File: config.mk
export PLATFORM = sky130hd
export DESIGN_NAME = game_ctrl
export DESIGN_NICKNAME = d
export VERILOG_FILES = /design/src/rtl/game_ctrl.sv
export SDC_FILE = /design/constraint.sdc
export NUM_CORES = 1
export LEC_CHECK = 0
export CAP_MARGIN = 20
export CORE_ASPECT_RATIO = 1.25
export CORE_MARGIN = 2
export CORE_UTILIZATION = 40
export CTS_CLUSTER_SIZE = 16
export DETAILED_ROUTE_END_ITERATION = 10
export PLACE_DENSITY_LB_ADDON = 0.12
export SLEW_MARGIN = 40
export SYNTH_ARGS = -nofsm -noshare
export SYNTH_HDL_FRONTEND = slang
export SYNTH_SLANG_ARGS = --single-unit
export TNS_END_PERCENT = 50
File: constraint.sdc
create_clock -name i_clka -period 4.2 [get_ports i_clka]
set_clock_uncertainty 0.2 [all_clocks]
set_input_delay 0.84 -clock i_clka [delete_from_list [all_inputs] [get_ports i_clka]]
set_output_delay 0.84 -clock i_clka [all_outputs]
set_load 0.05 [all_outputs]
File: src/rtl/game_ctrl.sv
// game_ctrl: control FSM for the minesweeper datapath.
// It screens player guesses for range and repeats. Each valid guess runs through
// the datapath start/load/decode/alu handshake, and the FSM then declares win,
// lose or fault. Every output is registered.
//
// Ports
//   i_clka         clock, all logic on posedge
//   i_restart      synchronous active-high reset
//   i_new_game     begin mine placement (IDLE/WIN/LOSE only)
//   i_guess_valid  i_guess is valid this cycle
//   i_guess        cell index of player guess
//   i_place_done, i_decode_done, i_alu_done   datapath done levels
//   i_gameover     last decoded cell held a mine
//   i_mines        mine map
//   i_cleared      cleared-cell map
//   o_start, o_load, o_decode, o_alu          datapath commands (one-hot or zero)
//   o_data         accepted guess, held from LOAD through CHECK
//   o_ready        high in READY only
//   o_reject       one-cycle pulse for an out-of-range or repeated guess
//   o_win, o_lose, o_fault                   terminal status levels
//   o_moves        accepted-guess count, saturating at 31
//
// state  | meaning
// IDLE   | after reset, waiting for new_game
// PLACE  | start held until place_done
// READY  | accepting guesses
// LOAD   | one-cycle load of the guess
// DECODE | decode held until decode_done
// ALU    | alu held until alu_done
// CHECK  | one cycle to evaluate the gameover/board outcome
// WIN    | board complete
// LOSE   | mine hit
// FAULT  | watchdog expired; only restart leaves
module game_ctrl #(
  parameter int CELLS   = 25,
  parameter int TIMEOUT = 15
) (
  input  logic             i_clka,
  input  logic             i_restart,
  input  logic             i_new_game,
  input  logic             i_guess_valid,
  input  logic [4:0]       i_guess,
  input  logic             i_place_done,
  input  logic             i_decode_done,
  input  logic             i_alu_done,
  input  logic             i_gameover,
  input  logic [CELLS-1:0] i_mines,
  input  logic [CELLS-1:0] i_cleared,
  output logic             o_start,
  output logic             o_load,
  output logic             o_decode,
  output logic             o_alu,
  output logic [4:0]       o_data,
  output logic             o_ready,
  output logic             o_reject,
  output logic             o_win,
  output logic             o_lose,
  output logic             o_fault,
  output logic [4:0]       o_moves
);

  typedef enum logic [3:0] {
    IDLE, PLACE, READY, LOAD, DECODE, ALU, CHECK, WIN, LOSE, FAULT
  } state_t;

  localparam logic [5:0] CELLS_LIM = 6'(CELLS);
  // The last waiting cycle is the one in which the counter holds TIMEOUT-1.
  // A state therefore waits TIMEOUT cycles in total.
  localparam logic [3:0] WD_LAST   = 4'(TIMEOUT - 1);

  state_t      r_state;
  state_t      w_state_nxt;
  logic [3:0]  r_wd;
  logic [3:0]  w_wd_nxt;
  logic        w_accept;
  logic        w_reject;
  logic        w_bad;
  logic [31:0] w_cleared_ext;
  logic        w_new_ok;

  logic        r_start, r_load, r_decode, r_alu;
  logic        r_ready, r_reject, r_win, r_lose, r_fault;
  logic [4:0]  r_data, r_moves;

  always_comb begin
    // Zero-extend the cleared map so that any 5-bit guess indexes safely.
    w_cleared_ext = 32'(i_cleared);
    w_bad         = ({1'b0, i_guess} >= CELLS_LIM) || w_cleared_ext[i_guess];
    w_new_ok      = i_new_game &&
                    (r_state == IDLE || r_state == WIN || r_state == LOSE);
    w_state_nxt   = r_state;
    w_accept      = 1'b0;
    w_reject      = 1'b0;
    case (r_state)
      IDLE:    if (i_new_game) w_state_nxt = PLACE;
      PLACE:   if (i_place_done) w_state_nxt = READY;
               else if (r_wd == WD_LAST) w_state_nxt = FAULT;
      READY:   if (i_guess_valid) begin
                 if (w_bad) begin
                   w_reject = 1'b1;
                 end else begin
                   w_accept    = 1'b1;
                   w_state_nxt = LOAD;
                 end
               end
      LOAD:    w_state_nxt = DECODE;
      DECODE:  if (i_decode_done) w_state_nxt = ALU;
               else if (r_wd == WD_LAST) w_state_nxt = FAULT;
      ALU:     if (i_alu_done) w_state_nxt = CHECK;
               else if (r_wd == WD_LAST) w_state_nxt = FAULT;
      CHECK:   if (i_gameover) w_state_nxt = LOSE;
               else if (&(i_cleared | i_mines)) w_state_nxt = WIN;
               else w_state_nxt = READY;
      WIN,
      LOSE:    if (i_new_game) w_state_nxt = PLACE;
      FAULT:   w_state_nxt = FAULT;
      default: w_state_nxt = IDLE;
    endcase

    // The watchdog restarts on every state change and counts only in waiting states.
    if (w_state_nxt != r_state) begin
      w_wd_nxt = 4'd0;
    end else if (r_state == PLACE || r_state == DECODE || r_state == ALU) begin
      w_wd_nxt = r_wd + 4'd1;
    end else begin
      w_wd_nxt = 4'd0;
    end
  end

  always_ff @(posedge i_clka) begin
    if (i_restart) begin
      r_state  <= IDLE;
      r_wd     <= 4'd0;
      r_start  <= 1'b0;
      r_load   <= 1'b0;
      r_decode <= 1'b0;
      r_alu    <= 1'b0;
      r_data   <= 5'd0;
      r_ready  <= 1'b0;
      r_reject <= 1'b0;
      r_win    <= 1'b0;
      r_lose   <= 1'b0;
      r_fault  <= 1'b0;
      r_moves  <= 5'd0;
    end else begin
      r_state  <= w_state_nxt;
      r_wd     <= w_wd_nxt;
      // Outputs are decoded from the next state so they line up with the state register.
      r_start  <= (w_state_nxt == PLACE);
      r_load   <= (w_state_nxt == LOAD);
      r_decode <= (w_state_nxt == DECODE);
      r_alu    <= (w_state_nxt == ALU);
      r_ready  <= (w_state_nxt == READY);
      r_win    <= (w_state_nxt == WIN);
      r_lose   <= (w_state_nxt == LOSE);
      r_fault  <= (w_state_nxt == FAULT);
      r_reject <= w_reject;
      if (w_accept) begin
        r_data <= i_guess;
        if (r_moves != 5'd31) r_moves <= r_moves + 5'd1;
      end else if (w_new_ok) begin
        r_moves <= 5'd0;
      end
    end
  end

  assign o_start  = r_start;
  assign o_load   = r_load;
  assign o_decode = r_decode;
  assign o_alu    = r_alu;
  assign o_data   = r_data;
  assign o_ready  = r_ready;
  assign o_reject = r_reject;
  assign o_win    = r_win;
  assign o_lose   = r_lose;
  assign o_fault  = r_fault;
  assign o_moves  = r_moves;

endmodule

======== Yosys cells after proc, flatten, opt, wreduce, memory -nomap -nowiden ========
Index checks and enable logic that the tools add are counted.
storage, ports and cells
  register bits after elaboration ......... 27
  input bits .............................. 63
  output and inout port bits .............. 19
  word-level logic and storage cells ...... 74
operators by class
  $add $sub $neg .......................... 2
  magnitude comparators ................... 2
  equality and inequality tests ........... 21
  mux-type cells .......................... 19
  bitwise gates (word level) .............. 4
  reductions and logical operators ........ 13
operators by type and width
  cell                                                   number
  2-to-1 mux 4 bit                                       8
  one-hot mux 4 bit (8 select lines)                     1
  == test 4 x 3 -> 1 bit, second input constant          7
  OR 25 bit                                              1
  AND reduction 25 bit                                   1
  == test 4 bit, second input constant                   5
  == test 4 x 2 -> 1 bit, second input constant          4
  2-to-1 mux 5 bit                                       3
  OR reduction 3 bit                                     3
  == test 4 x 1 -> 1 bit, second input constant          2
  < comparator 5 x 6 -> 1 bit, second input constant     1
  adder 5 x 1 -> 5 bit, second input constant            1
  binary-select mux 1 bit (select 5 bit)                 1
  >= comparator 5 bit, second input constant             1
  logical OR 1 bit                                       5
  2-to-1 mux 1 bit                                       5
  inequality test 5 bit, second input constant           1
  adder 4 x 1 -> 4 bit, second input constant            1
  zero test 4 bit                                        1
  inequality test 4 bit                                  1
  2-to-1 mux 3 bit                                       1
  NOT 1 bit                                              3
  inequality test 2 x 1 -> 1 bit, second input constant  1
  AND reduction 2 bit                                    1
  other kinds (2)                                        2

======== Longest topological paths before layout ========
  word-level depth ........................ 8
  depth in mapped cells ................... 8
  mapped depth without buffers ............ 7

======== Worst setup path before layout ========
Ideal clock, no wire load.
  kind .................................... in2reg
  start ................................... in i_guess[1]
  end ..................................... reg r_wd[0]
  library setup time ...................... 0.116 ns
  arrival ................................. 2.659 ns
  required time ........................... 3.884 ns
  path slack .............................. 1.225 ns
  stages .................................. 8
  path buffers ............................ 2
  path through ............................ buf_6 -> mux4_2 -> a22o_1 -> a311o_2 -> a21oi_4 -> nor2_2 -> buf_6 -> o211a_1
on the way
  cells in the longest elaborated chain, start to end .. 8
ends and longest elaborated chain
  item                                    line  source
  from (decl)                             42    input logic [4:0] i_guess,
  binary-select mux 1 bit (select 5 bit)  88    w_bad = ({1'b0, i_guess} >= CELLS_LIM) || w_cleared_ext[i_guess];
  2-to-1 mux 1 bit (implied by the code)  88
  logical OR 1 bit (*)                    88
  2-to-1 mux 4 bit (*)                    99    if (w_bad) begin
  2-to-1 mux 4 bit (*)                    98    READY: if (i_guess_valid) begin
  one-hot mux 4 bit (8 select lines) (*)  94    case (r_state)
  inequality test 4 bit (*)               121   if (w_state_nxt != r_state) begin
  OR reduction 3 bit (no line) (*)        -
  to (signal assigned)                    147   r_wd <= w_wd_nxt;
  to (decl)                               73    logic [3:0] r_wd;
Every way passes the cells marked *; elsewhere a longest branch is shown, timed or not. The select of a mux whose other input is x is not followed.
A chain may end at the register's enable or synchronous reset.

======== Final worst setup path ========
  start ................................... in i_guess[1]
  end ..................................... reg r_moves[2] (netlist: o_moves[2])
on the way
  cells in the longest elaborated chain, start to end .. 8
ends and longest elaborated chain
  item                                                                                   line  source
  binary-select mux 1 bit (select 5 bit)                                                 88
  2-to-1 mux 1 bit (implied by the code)                                                 88
  logical OR 1 bit (*)                                                                   88
  2-to-1 mux 1 bit (*)                                                                   99
  2-to-1 mux 1 bit (*)                                                                   98
  2-to-1 mux 1 bit (*)                                                                   94
  inequality test 2 x 1 -> 1 bit (no line) / nonzero test 2 bit (equally long branches)  -
  AND reduction 2 bit (no line)                                                          -
  to (signal assigned)                                                                   160   if (r_moves != 5'd31) r_moves <= r_moves + 5'd1;
  to (decl)                                                                              83    logic [4:0] r_data, r_moves;
Marked as above.

==> metrics.yaml <==
cellPowerDensity_mw_per_mm2: 220.0
period_minus_slack_ns: 3.565
place_area_mm2: 0.002502
nets: 329
syn_area_per_cell_um2: 8.980
root_buffer: "clkbuf_8"
postCtsHoldBufs: 0
rsz0062_at_grt: "no"
dominantRegCellSynth: "dfxtp_1"
power_frac_clock_pct: 25.6
routed_via_density: 5.309
max_freq_mhz: 280.5
p_sw_uw: 146.6
worstHoldPathCells: 2
synth_seq_cells: 27
post_cts_resized: 0
power_leakage_uw: 0.0009322
yosysTopAreaCellShare_pct: 32.36
die_area_mm2: 0.004712
relSlewSlack_pct: 46.16
arrival_ns: 3.53
dp.cells: 313
outcome: "complete, no violations"
fp.dieH_um: 76.25
initial_utilization_pct: 41.08
seq_power_share_pct: 47.7
whs_endpoint: "o_data[2]$_SDFFE_PP0P_"
numPortBuffers: 81
synth_top_cell_by_area: "dfxtp_1"
htree_num_levels: 1
tns_ns: 0
fin_util_pct: 62.74
die_w_um: 61.80
grt_pass1_wl_mm: 7.603
post_cts.repair.setup_buffers: 0
fin_cells: 317
vdd_drop_max_mv: 0.2288
min_path_type: "reg -> reg"
p_int_uw: 414.7
fillCellCount: 379
synth_area_leaders: "dfxtp_1 (32%), mux4_2 (5.4%), o22ai_1 (5.2%)"
synth_edf_count: 0
drcViolationCount: 0
synth_cell_type_count: 50
r2r_start: "r_state[0]$_SDFF_PP0_"
grt_usage_pct: 20.84
synth_fp_nets: 253
maxSlewViolCount: 0
async_reset_ff_share_pct: 0
numCtsBuffers: 3
cts.sinks: 27
dp_slack_ns: 0.3741
wl_per_cell_um: 15.46
combPwrFrac_pct: 26.7
grt_pass1_vias: 1603
grt_start_max_net_pins: 23
critPathLaunchType: "input port"
num_rows: 26
path_clk_slew_ns: 0.09
dp_hpwl_mm: 3.977
drv_cap: 0
hold_violations: 0
setup_slack_ns: 0.6352
timing.final.crit_share_pct: 84.88
core_area_mm2: 0.004066
syn_area_mm2: 0.001670
design_area_mm2: 0.002551
worstSetupPathType: "in -> reg"
finalSetupViolCount: 0
drt_wl_total_mm: 4.901
worstPathMaxFanout: 11
synth_seq_area_share_pct: 32.36
diodes: 0
endpoint_kind: "flop"
swShare_pct: 26.12
synth_cells: 186
first_pass_iters: 4
drive_gt1_share_pct: 7.280
clockBufferDepth: 2
worst-r2r-setup-slack_ns: 1.81
drt-initial-drc-count: 52
r2r_end: "o_load$_SDFF_PP0_"
ys_warn_count: 0
antenna_found_initial: 0
cts_tree: "done"
io_pins: 82
ant_nets: 0
area_delta_synth_final_pct: 52.73
ff2ff_path_depth: 6
clock_latency_ns: 0.26
tightestPinTransition_ns: 0.8014
startpoint: "i_guess[1]"
hold_path.startpoint: "o_data[2]$_SDFFE_PP0P_"
grt_overflow: 0
vias: 1683
routabilityCongestion: 0.9099
worstPathRequired_ns: 4.16
power groups by stage:
stage	Sequential [µW]	Combinational (µW)	Clock [µW]
2_1_floorplan	277	66.7	0
3_3_place_gp	274	148	0
3_5_place_dp	274	149	0
4_1_cts	268	150	148
5_1_grt	269	160	159
6_report	268	150	144
metal layers:
layer	vias to the layer above	part of all wire, %	track usage [%]
met3	10	6.7	3.396
met5	-	0	0
met2	58	51	38.11
met4	0	1.9	4.894
li1	856	-	-
met1	759	40	24.00
state kept, by name, indices dropped and copies added (netlist names):
signal,flops
r_state,4
o_lose,1
o_decode,1
o_moves,5
r_wd,4
o_win,1
o_ready,1
o_start,1
o_alu,1
o_data,5
o_fault,1
o_load,1
o_reject,1
cell usage in the layout (no fill, tap or decap), types with 4 or more instances in the layout:
cell type / n
clkdlybuf4s50_1: 81
dfxtp_1: 27
nor2_1: 21
o22ai_1: 14
nand3b_1: 10
nand2_1: 9
nand2b_1: 7
mux2i_1: 7
a21oi_1: 6
nand3_1: 5
o211a_1: 5
nor3b_1: 4
mux4_2: 4
nor3_1: 4
ha_1: 4
worst max path at each step:
| stage | end | slack [ns] | cells past startpoint |
|---|---|---|---|
| after floorplan | r_wd[0]$_SDFF_PP0_ | 1.23 | 8 |
| after global placement | o_moves[2]$_SDFFE_PP0P_ | 0.41 | 7 |
| after detailed placement | o_moves[2]$_SDFFE_PP0P_ | 0.37 | 7 |
| after CTS | o_moves[2]$_SDFFE_PP0P_ | 0.66 | 7 |
| after global routing | o_moves[2]$_SDFFE_PP0P_ | 0.47 | 7 |
| final | o_moves[2]$_SDFFE_PP0P_ | 0.64 | 7 |
Yosys cell counts, drive strengths merged, types with 5 or more instances:
cell type	count
nand3b	10
nand2b	7
nand3	5
clkbuf	7
a21oi	7
nand2	9
o211a	5
dfxtp	27
nor2	22
mux2i	7
o22ai	14
buf	5
layout make-up:
class                           count  area, µm²  share of cell area (%)
Multi-Input combinational cell    144       1055                   41.34
Sequential cell                    27      540.5                   21.19
Clock inverter                      1      7.507                  0.2943
Tap cell                           56      70.07                   2.746
Clock buffer                        3      41.29                   1.618
Inverter                            3      11.26                  0.4414
Timing Repair Buffer               83      825.8                   32.37
cell families after synthesis:
| group | share of synthesized area [%] |
|---|---|
| compound gates | 20.82 |
| simple gates | 27.34 |
| fa+ha+maj | 2.996 |
| mux | 10.94 |
| buf+inv | 4.494 |
| xor+xnor | 1.049 |
| flops | 32.36 |
metrics by stage:
stage / hold slack, ns / power (µW)
floorplan: 0.3158 / 343.7
finish: 0.2981 / 561.3
detailed placement: 0.2812 / 422.7
CTS: 0.3056 / 565.7
global placement: 0.2774 / 422.3
global route: 0.3302 / 587.8
worst max-delay path: stages:
cell	delay, ns
clkdlybuf4s50_1	0.68
mux4_2	0.56
a22o_1	0.23
a311o_2	0.41
a211oi_2	0.54
nand3b_1	0.18
a31oi_1	0.08
(Power assumes the default switching activity.)
